$ cat src/rtl/mem_bus_decoder_if.sv
// -----------------------------------------------------------------------------
// mem_bus_decoder_if
// Bundles the picorv32 native request/response and the shared slave bus that
// the mem_bus_decoder sits between.
//   master modport : the decoder's view (takes CPU requests and slave
//                    responses, drives CPU responses and the slave request).
//   slave modport  : the surrounding system's view (CPU plus slaves).
// Signals:
//   cpu_valid/cpu_addr/cpu_wdata/cpu_wstrb : CPU request
//   cpu_ready/cpu_rdata                    : CPU response
//   s_sel/s_addr/s_wdata/s_wstrb           : slave request, qualified by s_sel
//   s_ready/s_rdata                        : slave responses, slave i at
//                                            s_rdata[32i+31:32i]
// -----------------------------------------------------------------------------
interface mem_bus_decoder_if #(
    parameter int NUM_SLAVES = 8
);
    logic                      cpu_valid;
    logic [31:0]               cpu_addr;
    logic [31:0]               cpu_wdata;
    logic [3:0]                cpu_wstrb;
    logic                      cpu_ready;
    logic [31:0]               cpu_rdata;

    logic [NUM_SLAVES-1:0]     s_sel;
    logic [31:0]               s_addr;
    logic [31:0]               s_wdata;
    logic [3:0]                s_wstrb;
    logic [NUM_SLAVES-1:0]     s_ready;
    logic [NUM_SLAVES*32-1:0]  s_rdata;

    modport master (
        input  cpu_valid, cpu_addr, cpu_wdata, cpu_wstrb, s_ready, s_rdata,
        output cpu_ready, cpu_rdata, s_sel, s_addr, s_wdata, s_wstrb
    );

    modport slave (
        output cpu_valid, cpu_addr, cpu_wdata, cpu_wstrb, s_ready, s_rdata,
        input  cpu_ready, cpu_rdata, s_sel, s_addr, s_wdata, s_wstrb
    );
endinterface

$ cat src/rtl/mem_bus_decoder.sv
// -----------------------------------------------------------------------------
// mem_bus_decoder
// Routes one picorv32 native-bus request at a time to one of NUM_SLAVES
// slaves, selected by the 4-bit address field [SEL_LO+3:SEL_LO]. Slaves marked
// in SYNC_MASK are 1-cycle-read memories (write strobe in the first ACCESS
// cycle, read data taken in the second); the others handshake with s_ready.
// Unmapped indices answer immediately with ERR_RDATA.
//
// Optional feature, macro BUS_TIMEOUT_EN: an ACCESS that has not completed
// after TIMEOUT_CYCLES cycles is abandoned with ERR_RDATA, and timeouts and
// unmapped accesses are recorded in fault/fault_addr (cleared by fault_clr).
// Without the macro the decoder waits forever and fault/fault_addr read 0.
//
// Ports:
//   clk        : clock
//   rst_n      : asynchronous active-low reset
//   bus        : CPU request/response and shared slave bus (master modport)
//   fault      : sticky bus-fault flag
//   fault_addr : address of the most recent faulting access
//   fault_clr  : clears fault (a fault raised in the same cycle wins)
// -----------------------------------------------------------------------------
module mem_bus_decoder #(
    parameter int                    NUM_SLAVES     = 8,
    parameter int                    SEL_LO         = 12,
    parameter logic [NUM_SLAVES-1:0] SYNC_MASK      = NUM_SLAVES'(8'b0000_0111),
    parameter int                    TIMEOUT_CYCLES = 255,
    parameter logic [31:0]           ERR_RDATA      = 32'hDEAD_BEEF
) (
    input  logic                     clk,
    input  logic                     rst_n,
    mem_bus_decoder_if.master        bus,
    output logic                     fault,
    output logic [31:0]              fault_addr,
    input  logic                     fault_clr
);

    localparam int         SW           = (NUM_SLAVES > 1) ? $clog2(NUM_SLAVES) : 1;
    localparam logic [4:0] NUM_SLAVES_W = 5'(NUM_SLAVES);

    typedef enum logic [1:0] {IDLE, ACCESS, RESP} state_t;

    state_t          state_q, state_d;
    logic [31:0]     addr_q, wdata_q, rdata_q;
    logic [3:0]      wstrb_q;
    logic [SW-1:0]   idx_q;
    logic            first_q;     // first cycle of the current ACCESS
    logic            done;        // slave completes in this ACCESS cycle
    logic            timeout;     // ACCESS abandoned in this cycle

    logic [3:0]      idx_in;
    logic            mapped_in;
    logic            is_sync;
    logic [31:0]     slave_rdata [NUM_SLAVES];

    assign idx_in    = bus.cpu_addr[SEL_LO +: 4];
    assign mapped_in = ({1'b0, idx_in} < NUM_SLAVES_W);
    assign is_sync   = SYNC_MASK[idx_q];

    for (genvar g = 0; g < NUM_SLAVES; g++) begin : g_rdata
        assign slave_rdata[g] = bus.s_rdata[32*g +: 32];
    end

`ifdef BUS_TIMEOUT_EN
    logic [15:0] tmo_cnt_q;
`endif

    // ---------------- state register ----------------
    // NOTE: sequential state uses non-blocking (<=) so every flop samples the
    // pre-edge values; blocking here would create order-dependent races.
    always_ff @(posedge clk or negedge rst_n) begin
        if (!rst_n) state_q <= IDLE;
        else        state_q <= state_d;
    end

    // ---------------- next state ----------------
    // NOTE: every variable gets a default before the case, so no path leaves
    // one unassigned and no latch is inferred.
    always_comb begin
        state_d = state_q;
        done    = 1'b0;
        timeout = 1'b0;
        case (state_q)
            IDLE: begin
                if (bus.cpu_valid) state_d = mapped_in ? ACCESS : RESP;
            end
            ACCESS: begin
                // Sync memories answer in the cycle after the strobe cycle;
                // their s_ready is not looked at.
                if (is_sync ? !first_q : bus.s_ready[idx_q]) begin
                    done    = 1'b1;
                    state_d = RESP;
                end
`ifdef BUS_TIMEOUT_EN
                else if (tmo_cnt_q == 16'(TIMEOUT_CYCLES - 1)) begin
                    timeout = 1'b1;
                    state_d = RESP;
                end
`endif
            end
            RESP:    state_d = IDLE;
            default: state_d = IDLE;
        endcase
    end

    // ---------------- request latch and response capture ----------------
    // NOTE: all datapath registers are reset, because the latched address and
    // captured data drive outputs that must read 0 while in reset.
    always_ff @(posedge clk or negedge rst_n) begin
        if (!rst_n) begin
            addr_q  <= '0;
            wdata_q <= '0;
            wstrb_q <= '0;
            idx_q   <= '0;
            first_q <= 1'b0;
            rdata_q <= '0;
        end else begin
            case (state_q)
                IDLE: begin
                    if (bus.cpu_valid) begin
                        addr_q  <= bus.cpu_addr;
                        wdata_q <= bus.cpu_wdata;
                        wstrb_q <= bus.cpu_wstrb;
                        idx_q   <= idx_in[SW-1:0];
                        first_q <= 1'b1;
                        rdata_q <= mapped_in ? 32'h0 : ERR_RDATA;
                    end
                end
                ACCESS: begin
                    first_q <= 1'b0;
                    if (done)         rdata_q <= slave_rdata[idx_q];
                    else if (timeout) rdata_q <= ERR_RDATA;
                end
                default: ;
            endcase
        end
    end

`ifdef BUS_TIMEOUT_EN
    // ---------------- timeout counter and fault status ----------------
    logic        fault_q;
    logic [31:0] fault_addr_q;
    logic        fault_set;

    // An unmapped request is flagged as it is accepted, before addr_q holds it.
    assign fault_set = (state_q == IDLE && bus.cpu_valid && !mapped_in) || timeout;

    always_ff @(posedge clk or negedge rst_n) begin
        if (!rst_n)                 tmo_cnt_q <= '0;
        else if (state_q == IDLE)   tmo_cnt_q <= '0;
        else if (state_q == ACCESS) tmo_cnt_q <= tmo_cnt_q + 16'd1;
    end

    always_ff @(posedge clk or negedge rst_n) begin
        if (!rst_n) begin
            fault_q      <= 1'b0;
            fault_addr_q <= '0;
        end else if (fault_set) begin
            fault_q      <= 1'b1;
            fault_addr_q <= (state_q == IDLE) ? bus.cpu_addr : addr_q;
        end else if (fault_clr) begin
            fault_q      <= 1'b0;
        end
    end

    assign fault      = fault_q;
    assign fault_addr = fault_addr_q;
`else
    logic unused_fault_clr;
    assign unused_fault_clr = fault_clr;
    assign fault            = 1'b0;
    assign fault_addr       = '0;
`endif

    // ---------------- outputs ----------------
    always_comb begin
        bus.s_sel = '0;
        for (int i = 0; i < NUM_SLAVES; i++) begin
            if (state_q == ACCESS && idx_q == SW'(i)) bus.s_sel[i] = 1'b1;
        end
    end

    // Sync memories see the strobe in their first ACCESS cycle only, so the
    // read cycle that follows cannot write twice.
    assign bus.s_wstrb   = (state_q == ACCESS && (!is_sync || first_q)) ? wstrb_q : 4'h0;
    assign bus.s_addr    = addr_q;
    assign bus.s_wdata   = wdata_q;
    assign bus.cpu_ready = (state_q == RESP);
    assign bus.cpu_rdata = (state_q == RESP) ? rdata_q : 32'h0;

endmodule

$ cat src/flat_wrapper.sv
// flat-port wrapper written by rule: the top's interface ports become plain ports
module mem_bus_decoder_flat 
#(
    parameter int                    NUM_SLAVES     = 8,
    parameter int                    SEL_LO         = 12,
    parameter logic [NUM_SLAVES-1:0] SYNC_MASK      = NUM_SLAVES'(8'b0000_0111),
    parameter int                    TIMEOUT_CYCLES = 255,
    parameter logic [31:0]           ERR_RDATA      = 32'hDEAD_BEEF
)
  (clk, rst_n, fault, fault_addr, fault_clr, bus_cpu_valid, bus_cpu_addr, bus_cpu_wdata, bus_cpu_wstrb, bus_s_ready, bus_s_rdata, bus_cpu_ready, bus_cpu_rdata, bus_s_sel, bus_s_addr, bus_s_wdata, bus_s_wstrb);
  mem_bus_decoder_if #(.NUM_SLAVES(NUM_SLAVES)) bus_i ();
  input  logic clk;
  input  logic rst_n;
  output logic fault;
  output logic [31:0] fault_addr;
  input  logic fault_clr;
  input wire logic [$bits(bus_i.cpu_valid)-1:0] bus_cpu_valid;
  input wire logic [$bits(bus_i.cpu_addr)-1:0] bus_cpu_addr;
  input wire logic [$bits(bus_i.cpu_wdata)-1:0] bus_cpu_wdata;
  input wire logic [$bits(bus_i.cpu_wstrb)-1:0] bus_cpu_wstrb;
  input wire logic [$bits(bus_i.s_ready)-1:0] bus_s_ready;
  input wire logic [$bits(bus_i.s_rdata)-1:0] bus_s_rdata;
  output wire logic [$bits(bus_i.cpu_ready)-1:0] bus_cpu_ready;
  output wire logic [$bits(bus_i.cpu_rdata)-1:0] bus_cpu_rdata;
  output wire logic [$bits(bus_i.s_sel)-1:0] bus_s_sel;
  output wire logic [$bits(bus_i.s_addr)-1:0] bus_s_addr;
  output wire logic [$bits(bus_i.s_wdata)-1:0] bus_s_wdata;
  output wire logic [$bits(bus_i.s_wstrb)-1:0] bus_s_wstrb;
  assign bus_i.cpu_valid = bus_cpu_valid;
  assign bus_i.cpu_addr = bus_cpu_addr;
  assign bus_i.cpu_wdata = bus_cpu_wdata;
  assign bus_i.cpu_wstrb = bus_cpu_wstrb;
  assign bus_i.s_ready = bus_s_ready;
  assign bus_i.s_rdata = bus_s_rdata;
  assign bus_cpu_ready = bus_i.cpu_ready;
  assign bus_cpu_rdata = bus_i.cpu_rdata;
  assign bus_s_sel = bus_i.s_sel;
  assign bus_s_addr = bus_i.s_addr;
  assign bus_s_wdata = bus_i.s_wdata;
  assign bus_s_wstrb = bus_i.s_wstrb;
  mem_bus_decoder #(.NUM_SLAVES(NUM_SLAVES), .SEL_LO(SEL_LO), .SYNC_MASK(SYNC_MASK), .TIMEOUT_CYCLES(TIMEOUT_CYCLES), .ERR_RDATA(ERR_RDATA)) u_core (.clk(clk), .rst_n(rst_n), .bus(bus_i), .fault(fault), .fault_addr(fault_addr), .fault_clr(fault_clr));
endmodule
$ cat config.mk
export PLATFORM = sky130hd
export DESIGN_NAME = mem_bus_decoder_flat
export DESIGN_NICKNAME = d
export VERILOG_FILES = /design/src/rtl/mem_bus_decoder_if.sv /design/src/rtl/mem_bus_decoder.sv /design/src/flat_wrapper.sv
export SDC_FILE = /design/constraint.sdc
export NUM_CORES = 1
export LEC_CHECK = 0
export ABC_AREA = 1
export CAP_MARGIN = 20
export CORE_AREA = 2 2 185 187
export DETAILED_ROUTE_END_ITERATION = 8
export DIE_AREA = 0 0 187 189
export DONT_BUFFER_PORTS = 1
export PLACE_DENSITY = 0.32
export SLEW_MARGIN = 20
export SYNTH_ARGS = -nofsm -noshare
export SYNTH_HDL_FRONTEND = slang
export SYNTH_SLANG_ARGS = --single-unit
$ cat constraint.sdc
create_clock -name clk -period 3.47 [get_ports clk]
set_input_delay 0.5205 -clock clk [delete_from_list [all_inputs] [get_ports clk]]
set_output_delay 0.5205 -clock clk [all_outputs]
set_load 0.05 [all_outputs]
### After elaboration in Yosys (flattened, before gate mapping)

Memories as Yosys holds them, arrays and structs flattened.
Index checks and enable logic that the tools add are counted.

* order comparisons: 3
* eq/ne operators: 12
* muxes and demuxes: 29
* bitwise logic cells: 1
* reductions and logical operators: 19

Operators by type and width (number)
* 32-bit two-way mux: 6
* 32-bit binary-select mux with 3-bit select: 1
* 32-bit case mux with 2 select lines: 1
* 1-bit two-way mux: 14
* 3-bit equality test (second input constant): 4
* 1-bit logical AND: 9
* 3-bit by 2-bit equality test with 1-bit output (second input constant): 2
* 2-bit two-way mux: 3
* 2-bit AND reduction: 3
* 4-bit greater-or-equal comparator (second input constant): 1
* 3-bit by 4-bit less-than comparator with 1-bit output (second input constant): 1
* 4-bit less-than comparator (second input constant): 1
* 4-bit two-way mux: 1
* 2-bit by 1-bit inequality test with 1-bit output (second input constant): 2
* 3-bit inverter with 4-bit output: 1
* 2-bit case mux with 2 select lines: 1
* 1-bit binary-select mux with 3-bit select: 1
* 3-bit by 1-bit equality test with 1-bit output (second input constant): 1
* 3-bit zero test: 1
* 3-bit AND reduction: 1
* 2-bit by 1-bit equality test with 1-bit output (second input constant): 1
* 2-bit equality test (second input constant): 1
* 1-bit zero test: 2
* 2-bit zero test: 1
* 4 further kinds: 4

* bits in registers: 106
* memory bits (read-only): 8
* output and inout port bits: 142
* logic and storage cells: 72
* memories kept: 1

Memories
* (name not given): words 8, bits a word 1, rd ports 1, clocked after Yosys merged registers in 0, wr ports 0, RTL line mem_bus_decoder.sv:57 `assign is_sync = SYNC_MASK[idx_q];`

### Depth between registers and ports, before layout

Gate-level depths: netlist of the first run.

* depth in word-level cells: 7
* gate-level depth with buffers: 12

### Worst setup path before layout of the first run

OpenSTA, ideal clock, no wires.

* kind: register -> output
* start point: register u_core.state_q[0]
* end point: output port bus_cpu_rdata[10]
* data arrival time: 2.199 ns
* setup slack: 0.751 ns
* stages on the path, launching flop included: 5
* buffers on the path: 1
* cell sequence: dfrtp_1 nor2_1 inv_1 clkbuf_1 nor2_1

* longest elaborated chain between the ends: 2

Ends and longest elaborated chain
* from (decl): RTL line mem_bus_decoder.sv:42 `state_t state_q, state_d;`
* from (signal assigned): RTL line mem_bus_decoder.sv:72 `else state_q <= state_d;`
* 2-bit equality test
* net bus_cpu_ready: RTL line flat_wrapper.sv:23 `output wire logic [$bits(bus_i.cpu_ready)-1:0] bus_cpu_ready;`
* 32-bit two-way mux: RTL line mem_bus_decoder.sv:188 `assign bus.cpu_rdata = (state_q == RESP) ? rdata_q : 32'h0;`
* to (decl): RTL line flat_wrapper.sv:24 `output wire logic [$bits(bus_i.cpu_rdata)-1:0] bus_cpu_rdata;`

The timed path passes the listed nets, and every way through them passes these cells.

### Worst setup path after layout of the first run

* start point: register u_core.idx_q[0]
* end point: register u_core.rdata_q[14]

* longest elaborated chain between the ends: 7
* elaborated cells between the ends (all ways): 15

Ends and longest elaborated chain
* from (decl): RTL line mem_bus_decoder.sv:45 `logic [SW-1:0] idx_q;`
* from (signal assigned): RTL line mem_bus_decoder.sv:123 `idx_q <= idx_in[SW-1:0];`
* memory read 8 x 1 bit or 1-bit binary-select mux with 3-bit select (tied branches)
* 1-bit two-way mux (on tied branches): RTL line mem_bus_decoder.sv:57, mem_bus_decoder.sv:89
* 1-bit two-way mux (2 in a row): RTL line mem_bus_decoder.sv:89 `if (is_sync ? !first_q : bus.s_ready[idx_q]) begin`
* 1-bit two-way mux: RTL line mem_bus_decoder.sv:82 `case (state_q)`
* 2-bit by 1-bit inequality test with 1-bit output (no line)
* 3-bit AND reduction (no line)
* to (signal assigned): RTL line mem_bus_decoder.sv:125 `rdata_q <= mapped_in ? 32'h0 : ERR_RDATA;`
* to (signal assigned): RTL line mem_bus_decoder.sv:130 `if (done) rdata_q <= slave_rdata[idx_q];`
* to (decl): RTL line mem_bus_decoder.sv:43 `logic [31:0] addr_q, wdata_q, rdata_q;`

Parallel ways exist; a longest one is shown, timed or not. The select of a mux whose other input is x is not followed.
A chain may end at the register's enable or synchronous reset.

==> results of run 1 <==
-- per-layer routing --
metal | vias up | GRT usage [%] | part of all wire, %
met3 | 30 | 3.78 | 6.7
met2 | 284 | 29.6 | 51
met1 | 3186 | 19.9 | 41
met4 | 0 | 3.91 | 1.6
li1 | 3393 | - | -
met5 | - | 0 | 0
-- flip-flops by register name, indices dropped and copies added (netlist names) --
name,flops
u_core.bus.s_wdata,32
u_core.rdata_q,32
u_core.bus.s_addr,30
u_core.wstrb_q,4
u_core.idx_q,2
u_core.state_q,2
u_core.first_q,1
-- cells by family after synthesis --
logic type | after synthesis | share of synthesized area [%]
other cells | 1 | 0.0513
mux | 61 | 9.40
buf+inv | 153 | 11.3
compound gates | 10 | 0.787
flops | 103 | 35.3
simple gates | 790 | 43.2
-- where the power goes --
part | switching (mW) | internal (mW) | total [mW]
clock | 0.539 | 0.513 | 1.05
sequential | 1.86 | 1.77 | 3.63
combinational | 2.95 | 1.32 | 4.27
total | 5.35 | 3.60 | 8.95
-- worst min path at each step --
| stage | start | end | slack (ps) | cells past startpoint |
|---|---|---|---|---|
| 6_report | rst_n | u_core.bus.s_wdata[25]$_DFFE_PN0P_ | 110 | 1 |
| 5_1_grt | rst_n | u_core.bus.s_addr[9]$_DFFE_PN0P_ | 140 | 1 |
| 4_1_cts | rst_n | u_core.bus.s_wdata[9]$_DFFE_PN0P_ | 130 | 1 |
| 3_5_place_dp | rst_n | u_core.bus.s_addr[5]$_DFFE_PN0P_ | 230 | 0 |
| 3_3_place_gp | rst_n | u_core.bus.s_addr[5]$_DFFE_PN0P_ | 230 | 0 |
| 2_1_floorplan | rst_n | u_core.bus.s_addr[0]$_DFFE_PN0P_ | 220 | 0 |
-- through the flow --
stage	instances	setup WS (ps)
2_1_floorplan	1150	751
3_3_place_gp	1549	664
3_5_place_dp	1549	622
4_1_cts	1566	594
5_1_grt	1566	338
6_report	1566	685
-- cell type report --
class	instances	area [um^2]
timing repair buffer	57	460
sequential	103	2580
tap	448	561
inverter	48	183
fill	3902	25100
clock buffer	9	225
multi-input combinational	894	4050
clock inverter	7	73.8
-- Yosys cell counts, drive strengths merged --
library cell / count / area share (%)
inv: 48 / 2.5
nand2: 609 / 31
nor2: 58 / 3.1
mux2: 61 / 9.4
a31oi: 1 / 0.17
a21oi: 7 / 0.48
clkbuf: 9 / 0.46
buf: 96 / 8.3
conb: 1 / 0.051
nor3: 1 / 0.068
o21ai: 2 / 0.14
nand4: 16 / 1.4
nand3: 106 / 7.3
dfrtp: 103 / 35
-- critical path: stages, from the launching register on --
cell and delay (ps):
dfrtp_4 710, inv_4 310, nand2_1 140, nand2_1 70
nand2_1 60, nand2_1 70, nand2_1 70, nand3_2 500
nand2_4 580, nand2_1 110, nand2_1 70
-- repair_timing --
item	CTS	global route
setup buffers	0	0
hold endpoints to repair	103	0
hold buffers	1	0
setup endpoints to repair	0	0
==> impl_metrics.tcl, run 1 <==
set metrics [dict create \
    status "finished, final reports clean" \
    clock_path_buffers 2 \
    ff2ff_path_depth 10 \
    syn_inst 1118 \
    critical_path_class "register to register" \
    via_count 6893 \
    wl_um 29900 \
    peakVddDrop_mv 0.385 \
    rrSetupSlack_ps 680 \
    setup_viol 0 \
    grt_setup_unrepaired "false" \
    r2r-end "u_core.rdata_q[14]$_DFFE_PN0P_" \
    die_w_um 187 \
    overflow 0 \
    hpwl_um 23100 \
    top_level_ports 478 \
    clock_skew_ps 10.8 \
    worst_slew_pin_slew_ps 1010 \
    fp.coreArea_um2 33300 \
    maxCapViolations 0 \
    io_buffers 0 \
    rows 67 \
    root_buffer "clkbuf_16" \
    r2r-start "u_core.idx_q[0]$_DFFE_PN0P_" \
    crit_path_start_kind "register" \
    timing.setup.tns_ps 0 \
    placed_cell_area_um2 7810 \
    antenna_found_initial 0 \
    synth_area_um2 7310 \
    wire_per_inst_um 19.1 \
    fin_util_pct 24.5 \
    start_util_pct 22.0 \
    power_mw 8.95 \
    cts_sinks 103 \
    grt_pass1_wl_um 43800 \
    grt_max_degree 104 \
    cp.arrival_ps 3080 \
    antenna_left 0 \
    critPathMaxFanout 42 \
    grt_pass1_vias 7180 \
    p_per_area_nw_per_um2 1100 \
    die_area_um2 35300 \
    drc 0 \
    place.gp.congestion 0.769 \
    synth.avg_cell_area_um2 6.54 \
    cts.repair.resized 0 \
    layout_common_cells "nand2_1 (607), nand3_1 (105), dfrtp_1 (101)" \
    syn_to_final_growth_pct 11.3 \
    cts_tree "built" \
    die_h_um 189 \
    crit_start "u_core.idx_q[0]$_DFFE_PN0P_" \
    drive_gt1_share_pct 13.0 \
    hold_class "input port to asynchronous set/reset pin" \
    antenna_cells 0 \
    final_common_cell "nand2_1" \
    max_freq_mhz 359 \
    drt_first_pass_iters 5 \
    period_minus_slack_ps 2790 \
    viasPerCell 4.40 \
    fin_hold_ws_ps 112 \
    worstSkewPairLatency_ps 360 \
    clk_pin_slew_ps 90 \
    numCtsBuffers 9 \
    relSlewSlack_pct 32.7 \
    synth.lib_cells_used.distinct 22 \
    cp-end-kind "register" \
    setup.worst_path.end "u_core.rdata_q[14]$_DFFE_PN0P_" \
    drt_iter0_markers 298 \
    period_share_pct 80.3 \
    maxSlewViolCount 0 \
    ys_warn_count 0 \
    gr-usage-all-layers_pct 16.5 \
    crit_required_ps 3760 \
    ys_ff_latch 103 \
    seq_area_frac_synth_pct 35.3 \
    leakagePower_nw 4.26 \
    fin_area_um2 8140 \
    nNetsFinal 1449 \
    final_hold_viol_count 0 \
    htree_levels 3 \
]
(Power assumes the default switching activity.)
==> run 2: changes to the inputs <==
- PLACE_DENSITY: 0.32 -> 0.33
- clock period: 3.47 -> 2.3 ns (I/O delays scaled with it)
==> impl_metrics.tcl, run 2 (same netlist as run 1, synthesis figures left out) <==
set metrics [dict create \
    status "complete, but fails checks" \
    violations "negative hold slack" \
    cts_sinks 103 \
    clock_path_buffers 2 \
    fin_hold_ws_ps -314 \
    clock_skew_ps 13.5 \
    top_level_ports 478 \
    via_count 7069 \
    antenna_left 0 \
    worstSkewPairLatency_ps 360 \
    wire_per_inst_um 19.1 \
    viasPerCell 4.48 \
    fin_area_um2 8340 \
    grt_pass1_wl_um 44600 \
    htree_levels 3 \
    crit_required_ps 1960 \
    drc 0 \
    drive_gt1_share_pct 14.2 \
    rows 67 \
    worst_slew_pin_slew_ps 602 \
    layout_common_cells "nand2_1 (606), nand3_1 (105), dfrtp_1 (101)" \
    grt_max_degree 104 \
    setup_viol 0 \
    overflow 0 \
    die_w_um 187 \
    placed_cell_area_um2 7960 \
    hpwl_um 23500 \
    maxSlewViolCount 0 \
    drt_iter0_markers 339 \
    die_area_um2 35300 \
    power_mw 13.9 \
    p_per_area_nw_per_um2 1670 \
    root_buffer "clkbuf_16" \
    leakagePower_nw 4.35 \
    syn_to_final_growth_pct 14.1 \
    antenna_found_initial 0 \
    critPathMaxFanout 5 \
    grt_setup_unrepaired "false" \
    critical_path_class "register to output pin" \
    crit_path_start_kind "register" \
    final_hold_viol_count 103 \
    cp-end-kind "output pin" \
    final_common_cell "nand2_1" \
    maxCapViolations 0 \
    nFillCells 3859 \
    period_minus_slack_ps 2120 \
    peakVddDrop_mv 0.750 \
    r2r-start "u_core.state_q[0]$_DFFE_PN0P_" \
    max_freq_mhz 471 \
    wl_um 30200 \
    fp.coreArea_um2 33300 \
    nNetsFinal 1463 \
    start_util_pct 22.0 \
    antenna_cells 0 \
    numCtsBuffers 9 \
    die_h_um 189 \
    hold_class "input port to asynchronous set/reset pin" \
    timing.setup.tns_ps 0 \
    crit_start "u_core.bus.s_addr[14]$_DFFE_PN0P_" \
    io_buffers 0 \
    period_share_pct 92.4 \
    cts_tree "built" \
    relSlewSlack_pct 59.8 \
    gr-usage-all-layers_pct 16.8 \
    place.gp.congestion 0.787 \
    clk_pin_slew_ps 80 \
    drt_first_pass_iters 4 \
    cp.arrival_ps 1780 \
    grt_pass1_vias 7319 \
]
-- run 2: layer usage --
layer	wire, um	track usage (%)
met2	15300	29.8
met1	12600	20.6
met5	0	0
met4	569	4.03
met3	1820	3.65
-- run 2: final cells by class --
class	count	area (um^2)	area share (%)
Clock buffer	9	225	2.70
Sequential cell	103	2580	31.0
Tap cell	448	561	6.72
Timing Repair Buffer	71	628	7.53
Inverter	48	190	2.28
Clock inverter	6	97.6	1.17
Multi-Input combinational cell	894	4060	48.6
-- run 2: final timing paths --
| kind | end | slack [ps] | depth (start not counted) |
|---|---|---|---|
| min in group clk | u_core.state_q[0]$_DFFE_PN0P_ | 90 | 1 |
| worst min register to register | u_core.rdata_q[11]$_DFFE_PN0P_ | 480 | 2 |
| worst min-delay path | u_core.bus.s_addr[21]$_DFFE_PN0P_ | -310 | 0 |
| worst max-delay path | bus_s_wstrb[1] | 180 | 5 |
| worst max register to register | u_core.rdata_q[9]$_DFFE_PN0P_ | 390 | 6 |
| max in group asynchronous | u_core.idx_q[0]$_DFFE_PN0P_ | 2430 | 0 |
-- run 2: critical path, stage by stage, from the launching register on --
cell and delay (ps):
dfrtp_1 500, inv_1 180, a31oi_2 260, inv_1 140, nor2_1 130, buf_4 210
-- run 2: timing repair --
action	4_1_cts	5_1_grt
gates resized for setup	2	3
buffers inserted	0	6
endpoints found under the hold margin	103	103
endpoints found under the setup margin	5	8
-- run 2: report_power, final --
| part | switching [mW] | internal (mW) |
|---|---|---|
| logic | 4.66 | 2.25 |
| clock network | 0.764 | 0.970 |
| registers | 2.61 | 2.68 |
| total | 8.03 | 5.90 |
-- run 2: per-stage QoR --
step                      utilization, %  setup slack [ps]  instances
after floorplan                        -             -59.8       1150
after CTS                           24.9              26.5       1573
final                               25.1               176       1579
after global routing                25.1              1.97       1579
after global placement              23.9               299       1558
after detailed placement            23.9               266       1558
==> run 3: changes to the inputs <==
- CORE_AREA: 2 2 185 187 -> 3 3 186 188
- DIE_AREA: 0 0 187 189 -> 0 0 189 191
==> impl_metrics.tcl, run 3 (same netlist as run 1, synthesis figures left out) <==
set metrics [dict create \
    rows 67 \
    setup.worst_path.end "bus_s_sel[5]" \
    clk_pin_slew_ps 80 \
    rrSetupSlack_ps 340 \
    final_common_cell "nand2_1" \
    layout_common_cells "nand2_1 (606), nand3_1 (105), dfrtp_1 (100)" \
    top_level_ports 478 \
    drt_iter0_markers 402 \
    dr_wl_met3_um 2010 \
    crit_start "u_core.idx_q[1]$_DFFE_PN0P_" \
    drive_gt1_share_pct 14.2 \
    antenna_cells 0 \
    grt_pass1_vias 7135 \
    overflow 0 \
    die_w_um 189 \
    status "complete, but fails checks" \
    period_minus_slack_ps 2190 \
    setup_viol 0 \
    crit_required_ps 1960 \
    period_share_pct 95.2 \
    power_frac_seq_pct 38.7 \
    root_buffer "clkbuf_16" \
    via_count 7003 \
    grt_setup_unrepaired "true" \
    violations "negative hold slack" \
    power_frac_comb_pct 50.2 \
    drt_first_pass_iters 4 \
    fin_hold_ws_ps -317 \
    p_clk_share_pct 11.1 \
    gr-usage-all-layers_pct 16.2 \
    antenna_found_initial 1 \
    critical_path_class "register to output pin" \
    highest_layer "met5" \
    p_sw_share_pct 58.6 \
    leakagePower_nw 4.33 \
    cpMaxStageDelayCell "dfrtp_4" \
    place.gp.congestion 0.752 \
    fp.coreArea_um2 33300 \
    cts_sinks 103 \
    die_h_um 191 \
    drt-met1-wl_um 12600 \
    worstSkewPairLatency_ps 360 \
    cp-end-kind "output pin" \
    wire_per_inst_um 19.2 \
    hpwl_um 23900 \
    cp.arrival_ps 1840 \
    clock_path_buffers 2 \
    p_switching_mw 8.00 \
    start_util_pct 22.0 \
    met2RoutedLength_um 15500 \
    maxCapViolations 0 \
    io_buffers 0 \
    cp.depth 5 \
    numCtsBuffers 9 \
    fin_area_um2 8290 \
    crit_chain "inv_2 > buf_6 > nand2_1 > nor2_1 > buf_4" \
    placed_cell_area_um2 7960 \
    relSlewSlack_pct 66.1 \
    htree_levels 3 \
    wl_um 30400 \
    maxSlewViolCount 0 \
    fin_util_pct 24.9 \
    grt_pass1_wl_um 43900 \
    viasPerCell 4.44 \
    peakVddDrop_mv 0.695 \
    pre_cts_slack_ps 284 \
    ff2ff_path_depth 7 \
    crit_path_start_kind "register" \
    max_stage_delay_ps 560 \
    critPathMaxFanout 26 \
    die_area_um2 36100 \
    nNetsFinal 1460 \
    clock_skew_ps 12.0 \
    r2r-end "u_core.rdata_q[13]$_DFFE_PN0P_" \
    grt_max_degree 104 \
    fin_ws_ps 111 \
    path_delay_family "buffers and inverters" \
    antenna_left 0 \
    syn_to_final_growth_pct 13.4 \
    worst_slew_pin_slew_ps 508 \
    hold_class "input port to asynchronous set/reset pin" \
    r2r-start "u_core.state_q[0]$_DFFE_PN0P_" \
    worst-path-buf-inv 3 \
    final_hold_viol_count 103 \
    power_mw 13.7 \
    internal_power_mw 5.66 \
    drc 0 \
    max_freq_mhz 457 \
    nFillCells 3859 \
    p_per_area_nw_per_um2 1650 \
    cts_tree "built" \
]
-- run 3: how the worst min path moves through the flow --
| stage | start | endpoint | slack [ps] | cells after the start |
|---|---|---|---|---|
| 6_report | rst_n | u_core.bus.s_addr[15]$_DFFE_PN0P_ | -320 | 0 |
| 5_1_grt | rst_n | u_core.rdata_q[2]$_DFFE_PN0P_ | -350 | 0 |
| 4_1_cts | rst_n | u_core.rdata_q[27]$_DFFE_PN0P_ | -350 | 0 |
| 3_5_place_dp | rst_n | u_core.bus.s_addr[31]$_DFFE_PN0P_ | 50 | 0 |
| 3_3_place_gp | rst_n | u_core.bus.s_addr[31]$_DFFE_PN0P_ | 50 | 0 |
| 2_1_floorplan | rst_n | u_core.bus.s_addr[0]$_DFFE_PN0P_ | 50 | 0 |
-- run 3: routing by layer --
metal	track usage, %	up-vias
met3	3.92	17
met2	28.8	249
met5	0	-
met1	20.2	3331
met4	2.49	2
li1	-	3404
-- run 3: repair_timing --
action                     in CTS  in global routing
hold endpoints to repair      103                103
resized for setup               4                  2
buffers inserted                3                  0
setup endpoints to repair       5                  7
-- run 3: stage by stage --
step	setup TNS, ps	cells
3_3_place_gp	0	1558
6_report	0	1577
5_1_grt	-137	1577
3_5_place_dp	0	1558
2_1_floorplan	-239	1150
4_1_cts	0	1577
-- run 3: power groups by stage --
stage	Clock [mW]	Combinational [mW]	Sequential [mW]
5_1_grt	1.65	7.78	5.42
6_report	1.52	6.86	5.29
4_1_cts	1.59	7.04	5.32
3_3_place_gp	0	6.86	5.40
2_1_floorplan	0	5.10	5.17
3_5_place_dp	0	6.89	5.39
-- run 3: final cells by class --
| cell class | count | area (um^2) | share of cell area [%] |
|---|---|---|---|
| Timing Repair Buffer | 68 | 626 | 7.55 |
| Tap cell | 448 | 561 | 6.76 |
| Multi-Input combinational cell | 894 | 4060 | 48.9 |
| Clock inverter | 7 | 52.6 | 0.634 |
| Sequential cell | 103 | 2590 | 31.2 |
| Clock buffer | 9 | 225 | 2.72 |
| Inverter | 48 | 183 | 2.20 |
-- run 3: worst register-to-register path: stages, from the launching register on --
cell	delay (ps)
dfrtp_1	430
nor2_1	190
nand2_4	180
nand2_1	100
buf_4	390
nand2_4	320
nand2_1	180
nand2_1	50
